===== config.mk =====
export PLATFORM = sky130hd
export DESIGN_NAME = dmem_store_monitor
export DESIGN_NICKNAME = d
export VERILOG_FILES = /design/src/rtl/dmem_store_monitor.sv
export SDC_FILE = /design/constraint.sdc
export NUM_CORES = 2
export LEC_CHECK = 0
export ABC_CLOCK_PERIOD_IN_PS = 8800
export BUFFER_PORTS_ARGS = -buffer_cell sky130_fd_sc_hd__clkbuf_2
export CORE_ASPECT_RATIO = 1.25
export CORE_MARGIN = 2
export CORE_UTILIZATION = 65
export CTS_BUF_LIST = sky130_fd_sc_hd__clkbuf_16
export DETAILED_ROUTE_END_ITERATION = 10
export HOLD_SLACK_MARGIN = 0.06
export PLACE_DENSITY_LB_ADDON = 0.12
export SLEW_MARGIN = 5
export SYNTH_ARGS = -nofsm -noshare
export SYNTH_HDL_FRONTEND = slang
export SYNTH_SLANG_ARGS = --single-unit
export TNS_END_PERCENT = 1

===== constraint.sdc =====
create_clock -name clk -period 8.8 [get_ports clk]
set_input_delay 1.76 -clock clk [delete_from_list [all_inputs] [get_ports clk]]
set_output_delay 1.76 -clock clk [all_outputs]
set_load 0.1 [all_outputs]

===== src/rtl/dmem_store_monitor.sv =====
// Data memory with a store monitor that turns the first mailbox/illegal store, or a timeout, into a sticky verdict.
// Optional 8-entry store log, built only when STORE_LOG_EN is defined.
module dmem_store_monitor #(
    parameter int PASS_ADDR      = 84,
    parameter int PASS_DATA      = 7,
    parameter int SCRATCH_ADDR   = 80,
    parameter int TIMEOUT_CYCLES = 1000
) (
    input  logic        clk,
    input  logic        reset,
    input  logic        memwrite,
    input  logic [31:0] dataadr,
    input  logic [31:0] writedata,
    output logic [31:0] readdata,
    output logic        done,
    output logic        pass,
    output logic [1:0]  fail_code,
    output logic [15:0] store_count,
    input  logic [2:0]  log_idx,
    output logic [31:0] log_addr,
    output logic [31:0] log_data
);

    localparam logic [31:0] PASS_ADDR_W    = 32'(PASS_ADDR);
    localparam logic [31:0] PASS_DATA_W    = 32'(PASS_DATA);
    localparam logic [31:0] SCRATCH_ADDR_W = 32'(SCRATCH_ADDR);
    localparam logic [31:0] TIMEOUT_LAST   = 32'(TIMEOUT_CYCLES - 1);

    typedef enum logic [1:0] {ST_RUN, ST_PASS, ST_FAIL} state_t;

    state_t      state_reg, state_next;
    logic [1:0]  fail_code_reg, fail_code_next;
    logic [31:0] cycle_reg;
    logic [15:0] store_count_reg;
    logic        accept, aligned, commit;

    logic [31:0] mem [0:63];

    assign accept  = memwrite && (state_reg == ST_RUN);
    assign aligned = (dataadr[1:0] == 2'b00);
    // Misaligned stores only produce a verdict; they never touch RAM, the count or the log.
    assign commit  = accept && aligned;

    always_ff @(posedge clk) begin
        if (reset) begin
            state_reg     <= ST_RUN;
            fail_code_reg <= 2'd0;
        end else begin
            state_reg     <= state_next;
            fail_code_reg <= fail_code_next;
        end
    end

    // A store verdict takes precedence over a timeout landing on the same edge.
    always_comb begin
        state_next     = state_reg;
        fail_code_next = fail_code_reg;
        if (state_reg == ST_RUN) begin
            if (accept && dataadr == PASS_ADDR_W) begin
                if (writedata == PASS_DATA_W) begin
                    state_next = ST_PASS;
                end else begin
                    state_next     = ST_FAIL;
                    fail_code_next = 2'd1;
                end
            end else if (accept && (!aligned || dataadr != SCRATCH_ADDR_W)) begin
                state_next     = ST_FAIL;
                fail_code_next = 2'd2;
            end else if (cycle_reg == TIMEOUT_LAST) begin
                state_next     = ST_FAIL;
                fail_code_next = 2'd3;
            end
        end
    end

    always_comb begin
        done      = (state_reg != ST_RUN);
        pass      = (state_reg == ST_PASS);
        fail_code = fail_code_reg;
    end

    always_ff @(posedge clk) begin
        if (reset) begin
            cycle_reg       <= 32'd0;
            store_count_reg <= 16'd0;
        end else begin
            if (state_reg == ST_RUN) begin
                cycle_reg <= cycle_reg + 32'd1;
            end
            if (commit && store_count_reg != 16'hFFFF) begin
                store_count_reg <= store_count_reg + 16'd1;
            end
        end
    end

    assign store_count = store_count_reg;

    // RAM is deliberately left out of reset so a program image survives it.
    always_ff @(posedge clk) begin
        if (!reset && commit) begin
            mem[dataadr[7:2]] <= writedata;
        end
    end

    assign readdata = mem[dataadr[7:2]];

`ifdef STORE_LOG_EN
    logic [31:0] log_addr_mem [0:7];
    logic [31:0] log_data_mem [0:7];
    logic [2:0]  wptr_reg;
    logic [2:0]  rd_ptr;

    always_ff @(posedge clk) begin
        if (reset) begin
            wptr_reg <= 3'd0;
        end else if (commit) begin
            wptr_reg <= wptr_reg + 3'd1;
        end
    end

    always_ff @(posedge clk) begin
        if (!reset && commit) begin
            log_addr_mem[wptr_reg] <= dataadr;
            log_data_mem[wptr_reg] <= writedata;
        end
    end

    // 3-bit arithmetic gives the modulo-8 walk back from the newest entry.
    assign rd_ptr   = wptr_reg - 3'd1 - log_idx;
    assign log_addr = log_addr_mem[rd_ptr];
    assign log_data = log_data_mem[rd_ptr];
`else
    logic unused_log_idx;
    assign unused_log_idx = ^log_idx;
    assign log_addr = 32'd0;
    assign log_data = 32'd0;
`endif

endmodule

==> results.txt <==
worst slew pin tran: 1.249 ns
WP data arrival: 5.27 ns
Site Rows: 144
Int Power: 0.01574 W
sequential share of power: 54.7%
clk_lat worst skew: 0.80 ns
Leakage: 27.96 nW
Total Wirelength: 199400 um
Util after Layout: 72.76%
Synth Area in Compound Gates: 3.460%
HP Class: reg2reg
dpl hpwl: 110200 um
Sink Count: 2100
most common cell after layout, fill and taps aside: edfxtp_1
final hold vios: 0
Simple-Gate Fraction of Synth Area: 1.992%
CTS Buffer Depth: 3
max reg flops: 2048
layout cells sized above 1: 27.12%
post-CTS sizing: 0
die width: 318.1 um
most frequent cells in the layout: edfxtp_1, mux4_2, a22oi_1, clkbuf_16, a21oi_1
Area growth syn-to-layout: 11.53%
Via Count: 39.53k
largest net degree at the start of global routing: 96
Fmax: 142.2 MHz
worst setup path endpoint: readdata[5]
reg2reg start: state_reg[1]
Num CTS Buffers: 185
max_slew headroom: 16.76%
RePlAce Congestion: 0.8636
crit path launch type: input pin
Syn Area/Cell: 22.01 um2
Hold Buf Count CTS: 0
Synth cell types: 53
total negative setup slack: 0 ns
WP data required: 7.04 ns
asr flop ratio synth: 0%
worst setup path start: dataadr[2]
max cap viols: 0
post-synthesis mux area share: 14.41%
crit share post-route: 79.92%
Synth Register Bits: 2100
worst r2r path cells: 6
core area: 122900 um2
synthesized area: 80170 um2
clk root buf: clkbuf_16
Final #Nets: 3954
grt ovf: 0
flop2flop setup slack: 4.57 ns
die area: 126200 um2
sequential area share after synthesis: 78.01%
vias in the first global route: 40.43k
vias per cell: 6.998
first-pass GRT wire length: 284200 um
Yosys top cell area share: 76.71%
status: finished, final reports clean
Area contributors post-synth: edfxtp_1, mux4_2, a22oi_1
clk slew on worst S/H paths: 0.06 ns
TritonCTS clock tree: done
total track usage: 32.22%
Peak VDD IR: 0.2214 mV
switching share of power: 21.62%
RR Endpoint: mem[54][0]
Synth Area in Adders: 0.03122%
Final min period: 7.033 ns
IO buf count: 118
num ports: 186
power per cell area: 224.6 nW/um2
htree depth: 4
initial antenna violation count: 9
drt drc: 0
post-synthesis xor/xnor area fraction: 0.4261%
Worst Skew: 0.01642 ns
DRT iter0 DRCs: 6063
Post-synth EDFFs: 2048
Syn Inst Count: 3642
share of total power in the clock network: 39.5%
die height: 396.6 um
ANT nets after route: 0
final setup violating endpoints: 0
number of post-CTS setup repair buffers: 0
Max Slew Vio Count: 0
P_sw: 0.004342 W
dominant synthesized flop cell: edfxtp_1
Crit Path Max Fanout: 76
Yosys Warn Count: 0
RSZ-0062 raised after global routing: no
Crit. End Element: output pin
critical path class: in2out
cell taking the most area after synthesis: edfxtp_1
Avg WL per Cell: 35.29 um
largest family of logic cells by synthesized area: multiplexers
iteration count of the initial detailed-routing pass: 8
Initial Utilization: 65.24%
Comb power frac: 5.8%
==> Yosys cell counts, drive strengths merged (7+ instances only) <==
master / count
nor4: 22
nand2: 25
nor2: 121
o21ai: 7
nor3: 7
a22oi: 256
xnor2: 10
or4: 37
nand4: 16
dfxtp: 52
clkbuf: 124
edfxtp: 2048
buf: 142
mux4: 512
nand3: 23
xor2: 29
or3: 7
a21oi: 137
==> kinds of logic (layout without fill, tap and decap cells) <==
group                    count (synthesis)  count (layout)
multiplexers                           514             514
adder cells (fa/ha/maj)                  2               2
AND/OR/NAND/NOR                        299             299
other                                    1              69
flip-flops                            2100            2100
XOR/XNOR                                39              39
buffers and inverters                  270             603
AO/OA/AOI/OAI                          417             417
==> layer usage <==
layer	vias to the layer above	wire length (um)	share of wire [%]	GRT usage, %
li1	15842	-	-	-
met1	20828	67500	34	41.02
met2	2379	102000	51	54.14
met3	477	20010	10	6.962
met4	4	9796	4.9	14.58
met5	-	23	0.012	0
==> worst max-delay path: stages <==
cell and delay [ns]:
buf_8 0.67, buf_12 0.55, mux4_2 0.61, a22oi_1 0.22, a21oi_1 0.29, or4_1 0.59, clkbuf_2 0.40
==> area by class of cell <==
cell class              count  area (um2)
flip-flops and latches   2100       62540
inverters                   4       15.01
repair buffers            256        1859
fillers                  6898       33470
well taps                1606        2009
diodes                      5       12.51
multi-input cells        1335       17040
clock inverters           152        1160
clock buffers             191        4780
==> per-stage QoR <==
stage / setup slack (ns) / hold WS (ns) / cell area [um2] / std cells / total power [W]
after floorplan: 2.822 / 0.4494 / 80400 / 3705 / 0.01196
after global routing: 1.592 / 0.5178 / 89400 / 5644 / 0.02056
final: 1.767 / 0.4977 / 89410 / 5649 / 0.02008
after CTS: 1.738 / 0.4954 / 89400 / 5644 / 0.02014
after global placement: 1.763 / 0.4710 / 83460 / 5301 / 0.01231
after detailed placement: 1.732 / 0.4838 / 83460 / 5301 / 0.01234
==> power by group through the flow <==
stage	combinational, W	sequential, W	clock (W)
CTS	0.00116	0.0110	0.00801
global route	0.00121	0.0110	0.00838
global placement	0.00112	0.0112	0
floorplan	0.000761	0.0112	0
finish	0.00116	0.0110	0.00794
detailed placement	0.00115	0.0112	0
==> worst min-delay path by stage <==
stage	startpoint	end	slack [ns]	cells after the start
floorplan	cycle_reg[31]	cycle_reg[31]	0.45	2
CTS	cycle_reg[1]	cycle_reg[1]	0.50	2
global placement	cycle_reg[1]	cycle_reg[1]	0.47	2
detailed placement	cycle_reg[1]	cycle_reg[1]	0.48	2
finish	cycle_reg[1]	cycle_reg[1]	0.50	2
global route	cycle_reg[1]	cycle_reg[1]	0.52	2
No activity file was read; power rests on OpenSTA's default activity.
